--- config.mk ---
export PLATFORM = sky130hd
export DESIGN_NAME = stq_fwd_buffer
export DESIGN_NICKNAME = d
export VERILOG_FILES = /design/src/rtl/stq_fwd_buffer.sv
export SDC_FILE = /design/constraint.sdc
export NUM_CORES = 2
export LEC_CHECK = 0
export CAP_MARGIN = 20
export CORE_MARGIN = 2
export CORE_UTILIZATION = 55
export CTS_CLUSTER_SIZE = 14
export DETAILED_ROUTE_END_ITERATION = 16
export PLACE_DENSITY = 0.75
export SLEW_MARGIN = 20
export SYNTH_ARGS = -nofsm -noshare
export SYNTH_HDL_FRONTEND = slang
export SYNTH_SLANG_ARGS = --single-unit
--- constraint.sdc ---
create_clock -name clk -period 72.4 [get_ports clk]
set_input_delay 10.86 -clock clk [delete_from_list [all_inputs] [get_ports clk]]
set_output_delay 10.86 -clock clk [all_outputs]
set_load 0.005 [all_outputs]
--- src/rtl/stq_fwd_buffer.sv ---
// Store queue: in-order allocate, AGU resolve, ROB commit, in-order drain to D-cache, store-to-load forwarding.
// Latency: allocate/resolve/commit/flush update state at the next edge; drain request and forwarding are combinational.
// Backpressure: o_alloc_rdy derives from registered count only; the head store holds o_mem_req_* until i_mem_req_ready.
module stq_fwd_buffer #(
  parameter int DEPTH   = 8,
  parameter int ALLOC_W = 2,
  parameter int CMT_W   = 2,
  parameter int TAG_W   = 6,
  parameter int XLEN    = 32
) (
  input  logic                       clk,
  input  logic                       rst,
  input  logic                       i_flush,
  input  logic [TAG_W-1:0]           i_rob_head,
  input  logic [ALLOC_W-1:0]         i_alloc_we,
  input  logic [ALLOC_W*TAG_W-1:0]   i_alloc_tag,
  output logic [ALLOC_W-1:0]         o_alloc_rdy,
  input  logic                       i_res_valid,
  input  logic [TAG_W-1:0]           i_res_tag,
  input  logic [XLEN-1:0]            i_res_addr,
  input  logic [XLEN-1:0]            i_res_data,
  input  logic [XLEN/8-1:0]          i_res_mask,
  input  logic [CMT_W-1:0]           i_cmt_valid,
  input  logic [CMT_W*TAG_W-1:0]     i_cmt_tag,
  output logic                       o_mem_req_valid,
  output logic [XLEN-1:0]            o_mem_req_addr,
  output logic [XLEN-1:0]            o_mem_req_data,
  output logic [XLEN/8-1:0]          o_mem_req_mask,
  input  logic                       i_mem_req_ready,
  input  logic                       i_ld_valid,
  input  logic [TAG_W-1:0]           i_ld_tag,
  input  logic [XLEN-1:0]            i_ld_addr,
  input  logic [XLEN/8-1:0]          i_ld_mask,
  output logic                       o_fwd_hit,
  output logic [XLEN-1:0]            o_fwd_data,
  output logic                       o_fwd_stall,
  output logic [$clog2(DEPTH+1)-1:0] o_count
);
  localparam int MW = XLEN/8;
  localparam int PW = $clog2(DEPTH);
  localparam int CW = $clog2(DEPTH+1);

  typedef struct packed {
    logic             vld;
    logic             cmt;
    logic             av;
    logic [TAG_W-1:0] tag;
    logic [XLEN-1:0]  addr;
    logic [XLEN-1:0]  data;
    logic [MW-1:0]    mask;
  } ent_t;

  // Index plus wrap bit so full and empty are distinguishable for any DEPTH.
  typedef struct packed {
    logic          wrap;
    logic [PW-1:0] idx;
  } ptr_t;

  function automatic ptr_t ptr_inc(input ptr_t p);
    ptr_t n;
    if (p.idx == PW'(DEPTH-1)) begin
      n.idx  = '0;
      n.wrap = ~p.wrap;
    end else begin
      n.idx  = p.idx + PW'(1);
      n.wrap = p.wrap;
    end
    return n;
  endfunction

  // Number of slots from 'from' up to (not including) 'to'.
  function automatic logic [CW-1:0] ptr_dist(input ptr_t from, input ptr_t to);
    if (from.wrap == to.wrap) return CW'(to.idx) - CW'(from.idx);
    else                      return CW'(DEPTH) - CW'(from.idx) + CW'(to.idx);
  endfunction

  ent_t               r_ent [DEPTH];
  ptr_t               r_head;
  ptr_t               r_tail;
  ptr_t               r_cptr;
  logic [CW-1:0]      r_count;

  ptr_t               w_lane_ptr [ALLOC_W];
  ptr_t               w_tail_alloc;
  ptr_t               w_tail_nxt;
  ptr_t               w_head_nxt;
  ptr_t               w_cptr_nxt;
  logic [ALLOC_W-1:0] w_acc;
  logic [CW-1:0]      w_n_acc;
  logic [CMT_W-1:0]   w_cmt_lane_hit;
  logic [DEPTH-1:0]   w_cmt_hit;
  logic [DEPTH-1:0]   w_res_hit;
  ent_t               w_head_ent;
  logic               w_pop;
  logic [CW-1:0]      w_count_nxt;

  assign o_count = r_count;

  // Lane i may allocate when at least i+1 slots were free at the last edge.
  always_comb begin
    for (int i = 0; i < ALLOC_W; i++) begin
      o_alloc_rdy[i] = (int'(r_count) + i + 1) <= DEPTH;
    end
  end

  // Accepted lanes take consecutive slots from tail; flush cancels all allocation.
  always_comb begin
    ptr_t p;
    p       = r_tail;
    w_n_acc = '0;
    for (int i = 0; i < ALLOC_W; i++) begin
      w_lane_ptr[i] = p;
      w_acc[i]      = i_alloc_we[i] & o_alloc_rdy[i] & ~i_flush;
      if (w_acc[i]) begin
        p       = ptr_inc(p);
        w_n_acc = w_n_acc + CW'(1);
      end
    end
    w_tail_alloc = p;
  end

  // Tag match for resolution and commit; commit pointer advances once per matched lane.
  always_comb begin
    ptr_t p;
    w_res_hit      = '0;
    w_cmt_hit      = '0;
    w_cmt_lane_hit = '0;
    for (int e = 0; e < DEPTH; e++) begin
      w_res_hit[e] = i_res_valid & r_ent[e].vld & (r_ent[e].tag == i_res_tag);
      for (int j = 0; j < CMT_W; j++) begin
        if (i_cmt_valid[j] && r_ent[e].vld && (r_ent[e].tag == i_cmt_tag[j*TAG_W +: TAG_W])) begin
          w_cmt_hit[e]      = 1'b1;
          w_cmt_lane_hit[j] = 1'b1;
        end
      end
    end
    p = r_cptr;
    for (int j = 0; j < CMT_W; j++) begin
      if (w_cmt_lane_hit[j]) p = ptr_inc(p);
    end
    w_cptr_nxt = p;
  end

  // Drain request straight from head state; fields forced to zero when idle.
  assign w_head_ent      = r_ent[r_head.idx];
  assign o_mem_req_valid = w_head_ent.vld & w_head_ent.cmt & w_head_ent.av;
  assign o_mem_req_addr  = o_mem_req_valid ? w_head_ent.addr : '0;
  assign o_mem_req_data  = o_mem_req_valid ? w_head_ent.data : '0;
  assign o_mem_req_mask  = o_mem_req_valid ? w_head_ent.mask : '0;
  assign w_pop           = o_mem_req_valid & i_mem_req_ready;

  // On flush the queue shrinks back to the committed prefix, which survives intact.
  assign w_head_nxt  = w_pop ? ptr_inc(r_head) : r_head;
  assign w_tail_nxt  = i_flush ? w_cptr_nxt : w_tail_alloc;
  assign w_count_nxt = i_flush ? ptr_dist(w_head_nxt, w_cptr_nxt)
                               : r_count + w_n_acc - CW'(w_pop);

  // Entry and pointer state update; allocation writes last since it targets free slots only.
  always_ff @(posedge clk) begin
    if (rst) begin
      for (int e = 0; e < DEPTH; e++) r_ent[e] <= '0;
      r_head  <= '0;
      r_tail  <= '0;
      r_cptr  <= '0;
      r_count <= '0;
    end else begin
      for (int e = 0; e < DEPTH; e++) begin
        if (w_res_hit[e]) begin
          r_ent[e].av   <= 1'b1;
          r_ent[e].addr <= i_res_addr;
          r_ent[e].data <= i_res_data;
          r_ent[e].mask <= i_res_mask;
        end
        if (w_cmt_hit[e]) r_ent[e].cmt <= 1'b1;
        if (i_flush && !(r_ent[e].cmt || w_cmt_hit[e])) r_ent[e].vld <= 1'b0;
        if (w_pop && (r_head.idx == PW'(e))) begin
          r_ent[e].vld <= 1'b0;
          r_ent[e].cmt <= 1'b0;
          r_ent[e].av  <= 1'b0;
        end
      end
      for (int i = 0; i < ALLOC_W; i++) begin
        if (w_acc[i]) begin
          r_ent[w_lane_ptr[i].idx].vld <= 1'b1;
          r_ent[w_lane_ptr[i].idx].cmt <= 1'b0;
          r_ent[w_lane_ptr[i].idx].av  <= 1'b0;
          r_ent[w_lane_ptr[i].idx].tag <= i_alloc_tag[i*TAG_W +: TAG_W];
        end
      end
      r_head  <= w_head_nxt;
      r_tail  <= w_tail_nxt;
      r_cptr  <= w_cptr_nxt;
      r_count <= w_count_nxt;
    end
  end

  // Forwarding: any older unresolved store stalls; otherwise youngest overlapping older store decides.
  always_comb begin
    logic [TAG_W-1:0] ld_age;
    logic [TAG_W-1:0] e_age;
    logic [TAG_W-1:0] best_age;
    logic             found;
    logic             unres;
    ent_t             best;
    ld_age      = i_ld_tag - i_rob_head;
    e_age       = '0;
    best_age    = '0;
    found       = 1'b0;
    unres       = 1'b0;
    best        = '0;
    o_fwd_hit   = 1'b0;
    o_fwd_stall = 1'b0;
    o_fwd_data  = '0;
    for (int e = 0; e < DEPTH; e++) begin
      e_age = r_ent[e].tag - i_rob_head;
      if (r_ent[e].vld && (e_age < ld_age)) begin
        if (!r_ent[e].av) begin
          unres = 1'b1;
        end else if ((r_ent[e].addr == i_ld_addr) && ((r_ent[e].mask & i_ld_mask) != '0)
                     && (!found || (e_age > best_age))) begin
          found    = 1'b1;
          best_age = e_age;
          best     = r_ent[e];
        end
      end
    end
    if (i_ld_valid) begin
      if (unres) begin
        o_fwd_stall = 1'b1;
      end else if (found) begin
        if ((best.mask & i_ld_mask) == i_ld_mask) begin
          o_fwd_hit  = 1'b1;
          o_fwd_data = best.data;
        end else begin
          o_fwd_stall = 1'b1;
        end
      end
    end
  end

  // Dispatch fills lanes from lane 0 upward with no holes.
  assert property (@(posedge clk) disable iff (rst)
    ((i_alloc_we & (i_alloc_we + ALLOC_W'(1))) == '0));

endmodule

### Word level (Yosys, flattened, before mapping)

Memories as Yosys holds them, arrays and structs flattened. A register that Yosys moved wholly into a read port is not among the register bits.
Cells that the tools add are included.

* $add $sub $neg: 22
* magnitude comparators: 17
* equal/unequal tests: 45
* mux-type cells: 323
* bitwise operators: 110
* reduce and logical (&&, ||, !) cells: 110

Operators by type and width (number)
* $mux W36: 24
* $mux W32: 22
* $eq A32 B32 Y1: 8
* $mux W1: 232
* $eq A6 B6 Y1: 24
* $mux W6: 21
* $mux W4: 23
* $or A1 B1 Y1: 72
* $logic_and A1 B1 Y1: 71
* $sub A6 B6 Y6: 9
* $lt A6 B6 Y1: 8
* $gt A6 B6 Y1: 7
* $and A4 B4 Y4: 9
* $le A32 B5 Y1 const B: 1
* $reduce_bool A4 Y1: 8
* $eq A3 B3 Y1 const B: 8
* $and A1 B1 Y1: 23
* $add A3 B1 Y3 const B: 5
* $logic_not A1 Y1: 15
* $logic_or A1 B1 Y1: 15
* $add A5 B1 Y6 const B: 1
* $eq A3 B2 Y1 const B: 2
* $le A6 B4 Y1 const B: 1
* $not A1 Y1: 6
* 12 further kinds: 12

* flip-flop bits (word level): 16
* bits in writable memories: 616
* bits of input ports: 156
* output and inout port bits: 109
* memories: 1

Memory list
* r_ent: words 8, width 77, rd ports 9, clocked after Yosys merged registers in 1, write ports 10, RTL line 77 `ent_t r_ent [DEPTH];`

### Depth between registers and ports, before layout

An unclocked memory read counts as a cell.

* word-level depth: 55
* depth in mapped cells: 98
* gate-level depth less buffers: 87

### Worst setup path before layout

No wires, ideal clock.

* path kind: in2out
* from: input port i_rob_head[1]
* to: output port o_fwd_data[22]
* data arrival time: 27314 ps
* data required time: 61540 ps
* path slack: 34226 ps
* stages on the path: 93
* buffers on the path: 11
* cell sequence: inv_1 ha_1 nor2b_1 o31ai_1 nand2_1 ha_1 o21ai_0 o21bai_1 maj3_2 o21a_1 nor2_1 nand2_1 ha_1 a21oi_1 o21bai_1 o31ai_1 nor2_1 a311oi_2 [57 not listed] o21ai_0 ha_1 nor2b_1 o21a_1 o21a_1 o21a_1 o21ai_0 a32oi_1 a41oi_1 or2_1 clkbuf_1 or3_1 o21ai_1 o21ai_1 nand4bb_1 buf_2 buf_4 a21oi_1

* cells in the longest elaborated chain, start to end: 52

RTL lines
* start, declared: RTL line 14 `input logic [TAG_W-1:0] i_rob_head,`
* $sub A6 B6 Y6 (on tied branches): RTL line 215, 205
* $lt A6 B6 Y1 or $mux W6 (tied branches): RTL line 216, 219
* $logic_and A1 B1 Y1 or $mux W6 (tied branches): RTL line 216, 217
* $mux W6 or $mux W1 (tied branches): RTL line 216 `if (r_ent[e].vld && (e_age < ld_age)) begin`
* $gt A6 B6 Y1 or $logic_not A1 Y1 (tied branches): RTL line 220 `&& (!found || (e_age > best_age))) begin`
* $logic_or A1 B1 Y1: RTL line 220
* $logic_and A1 B1 Y1: RTL line 220
* $mux W6 or $mux W1 (tied branches): RTL line 219 `end else if ((r_ent[e].addr == i_ld_addr) && ((r_ent[e].mask & i_ld_mask) != '0)`
* [36 not listed]
* $mux W36: RTL line 217 `if (!r_ent[e].av) begin`
* $mux W36: RTL line 216
* $and A4 B4 Y4: RTL line 231 `if ((best.mask & i_ld_mask) == i_ld_mask) begin`
* $eq A4 B4 Y1: RTL line 231
* $mux W32: RTL line 231
* $mux W32: RTL line 230 `end else if (found) begin`
* $mux W32 *: RTL line 228 `if (unres) begin`
* $mux W32 *: RTL line 227 `if (i_ld_valid) begin`
* end, declared: RTL line 35 `output logic [XLEN-1:0] o_fwd_data,`

Mark *: on every way between the ends. The rest lies on a longest branch, timed or not.

### Final worst setup path

* from: input port i_rob_head[1]
* to: output port o_fwd_data[2]

Same word-level chain as after synthesis.

==> results.yml <==
yosys:
  netlist_instances: 3579
  synth_area_leader_cell: "edfxtp_1"
  ys.warnings.count: 0
  synth.area.mux_share_pct: 11.26
  synth_seq_area_share_pct: 47.28
  syn_area_um2: 39250
  syn_avg_cell_area_um2: 10.97
  synth_edf_count: 592
  synth_top_family_by_area: "simple AND/OR/NAND/NOR gates"
  ys_ff_latch: 631
  synth_ff_type: "edfxtp_1"
  synth_cell_types: 77
  synthAdderAreaFrac_pct: 5.272
  synth-simple-area-share_pct: 12.95
  synth_area_leaders: "edfxtp_1, mux4_2, xor2_1"
  synth-async-reset-ratio_pct: 0
  syn_nets: 3885
  synth-compound-area-share_pct: 9.371
  synth-xor-area-share_pct: 9.923
  synth.top_cell.area_share_pct: 45.29
clocking:
  hold_buffers: 0
  cts_setup_buffers: 0
  cts-root-buf: "clkbuf_16"
  cts.sinks: 631
  max-clock-path-buffers: 3
  clkTransAtPathRegs_ns: 0.06
  clk_latency_ns: 0.63
  cts_tree: "yes"
  numCtsBuffers: 68
  ctsResizeCount: 0
  htreeDepth: 3
routing:
  vias_per_cell: 6.558
  ant_nets: 0
  firstDrtPassIters: 7
  drcViolationCount: 0
  wirelength_um: 132700
  vias: 30890
  wl_per_cell_um: 28.18
  drtIter0Drc: 4374
critical_path:
  regToRegStartpoint: "r_head[1]"
  critPathMaxStageDelay_ns: 0.84
  crit_fanout: 80
  end_kind: "output port"
  rr_endpoint: "o_count[2]"
  path_class: "input pin to output port"
  slowest_stage: "nor2_4"
  reg2reg_slack_ns: 66.76
  cp-start-kind: "input pin"
  worst_path_most_repeated_cell: "o21a_1"
  crit_required_ns: 61.54
  ff2ff_path_depth: 18
  crit_start: "i_rob_head[1]"
  crit_arrival_ns: 30.86
  endpoint: "o_fwd_data[2]"
power:
  p_sw_w: 0.0002455
  combPwrFrac_pct: 14.1
  swShare_pct: 26.82
  p_leak_nw: 16.35
  cellPowerDensity_nw_per_um2: 20.40
  internal_power_w: 0.0006700
  power.share.clock_pct: 39.0
  peakVddDrop_uv: 21.90
  p_seq_share_pct: 46.9
timing:
  rsz0062_at_grt: "false"
  max_freq_ghz: 0.02397
  setup_tns_ns: 0
  skew_ns: 0.02536
  setup_viol: 0
  finalCritPeriodShare_pct: 57.62
  relSlewSlack_pct: 17.89
  worst_pin_slew_ns: 1.220
  finalMaxSlewViolations: 0
  hold_violations: 0
  period_needed_ns: 41.72
worst_hold_path:
  hold_class: "flip-flop to flip-flop"
  min-delay-start: "r_ent[3][74]"
global_routing:
  grt_max_degree: 106
  grt_pass1_wl_um: 193800
  grt_pass1_vias: 29940
  overflow: 0
  antenna_found_initial: 3
  grtUsageTotal_pct: 35.46
placement:
  dp.cells: 4583
  dpl.hpwl_um: 89380
  gp_congestion: 0.9809
  io_buffers: 264
die:
  fp.coreArea_um2: 70390
  rows: 97
  dieArea_um2: 73520
  die_h_um: 271.2
  initial_core_util_pct: 55.76
  die_w_um: 271.2
  ioPinCount: 265
final_layout:
  fin_cells: 4710
  layout-drive-gt1-share_pct: 10.49
  syn2layout_area_growth_pct: 14.36
  final_nets: 4020
flow_run:
  maxCapViolations: 0
run_status:
  outcome: "finished clean"
-- synthesized netlist by cell type, types with 40 or more instances --
cell / number
nand4_1: 51
edfxtp_1: 592
a22o_1: 81
a21oi_1: 191
o21ai_0: 76
xor2_1: 254
mux2_2: 77
inv_1: 160
buf_1: 42
o211ai_1: 40
mux4_2: 136
mux2i_1: 49
nand2_1: 285
nor2_1: 474
clkbuf_1: 176
nand2b_1: 94
nor4_1: 60
ha_1: 138
xnor2_1: 187
-- through the flow --
stage	util, %	hold slack, ns	worst slack, ns	total power, W	area [um^2]
after global routing	63.77	0.5184	29.67	0.0009377	44890
final	63.77	0.4830	30.68	0.0009156	44890
after floorplan	-	0.4417	34.23	0.0005101	39250
after global placement	60.52	0.4633	30.90	0.0005589	42600
after CTS	63.71	0.4784	30.35	0.0009109	44850
after detailed placement	60.52	0.4703	30.45	0.0005605	42600
-- cell type report --
cell class | instances | area [um^2]
flip-flops and latches | 631 | 18570
fillers | 5451 | 25500
well taps | 940 | 1176
diodes | 3 | 7.507
repair buffers | 303 | 2965
inverters | 163 | 611.8
clock inverters | 41 | 431.7
clock buffers | 82 | 1815
multi-input cells | 2547 | 19310
-- critical path: cells and delay by family --
family | cells | cell delay, ns
buffers and inverters | 12 | 4.28
AND/OR/NAND/NOR | 19 | 3.73
AO/OA/AOI/OAI | 42 | 7.20
adder cells (fa/ha/maj) | 10 | 3.20
multiplexers | 4 | 1.52
-- power by group through the flow --
| stage | Combinational, W | Clock (W) | Sequential (W) |
|---|---|---|---|
| after global placement | 0.000123 | 0 | 0.000435 |
| after floorplan | 0.0000782 | 0 | 0.000432 |
| after detailed placement | 0.000124 | 0 | 0.000436 |
| after global routing | 0.000136 | 0.000371 | 0.000430 |
| final | 0.000129 | 0.000357 | 0.000429 |
| after CTS | 0.000125 | 0.000357 | 0.000429 |
-- routing by layer --
metal | global-route usage (%) | part of all wire [%] | wire length, um
met1 | 46.32 | 36 | 47880
met2 | 56.73 | 47 | 61790
met3 | 6.855 | 12 | 15530
met4 | 18.07 | 5.7 | 7544
met5 | 0 | 0 | 0
-- sequential cells by signal (all words and copies together), names as in the netlist --
register  count
o_count       4
r_cptr        4
r_tail        3
r_ent       616
r_head        4
-- layout by cell type (no fill, tap or decap), types with 8 or more instances in the layout --
master	synthesis	routed
or3_1	13	13
mux4_2	136	136
xor2_1	254	254
maj3_1	8	8
a21o_1	25	25
nor3b_1	8	8
clkinv_2	0	16
clkinv_1	2	9
a21oi_1	191	188
clkbuf_16	0	69
clkdlybuf4s50_1	0	263
clkbuf_1	176	9
a31oi_1	8	8
a22oi_1	12	12
buf_4	2	38
o211ai_1	40	40
ha_1	138	138
o21a_1	32	32
nand2b_1	94	88
a221oi_1	8	8
nor4_1	60	59
edfxtp_1	592	592
o21ai_0	76	76
nand2_1	285	285
mux2i_1	49	49
dfxtp_1	39	36
inv_1	160	160
nor2b_1	21	21
a22o_1	81	81
xnor2_1	187	187
nor2_1	474	471
and3_1	17	17
mux2_2	77	77
nand4_1	51	51
nor3_1	37	37
nand3_1	37	37
fa_1	12	12
o22ai_1	8	8
a211oi_1	16	16
-- cell families after synthesis --
kind of cell,count (synthesis)
and+or+nand+nor,1124
DFF,631
AOI/OAI and AO/OA,558
xor gates and xnor gates,443
buffers and inverters,401
muxes,262
adders and majority gates,160
-- how the worst min path moves through the flow --
stage | end | cells past startpoint
global route | r_ent[3][74] | 2
detailed placement | r_ent[3][74] | 2
CTS | r_ent[3][74] | 2
global placement | r_ent[3][74] | 2
floorplan | r_ent[3][74] | 2
finish | r_ent[3][74] | 2
Power figures use the tool's default switching activity.
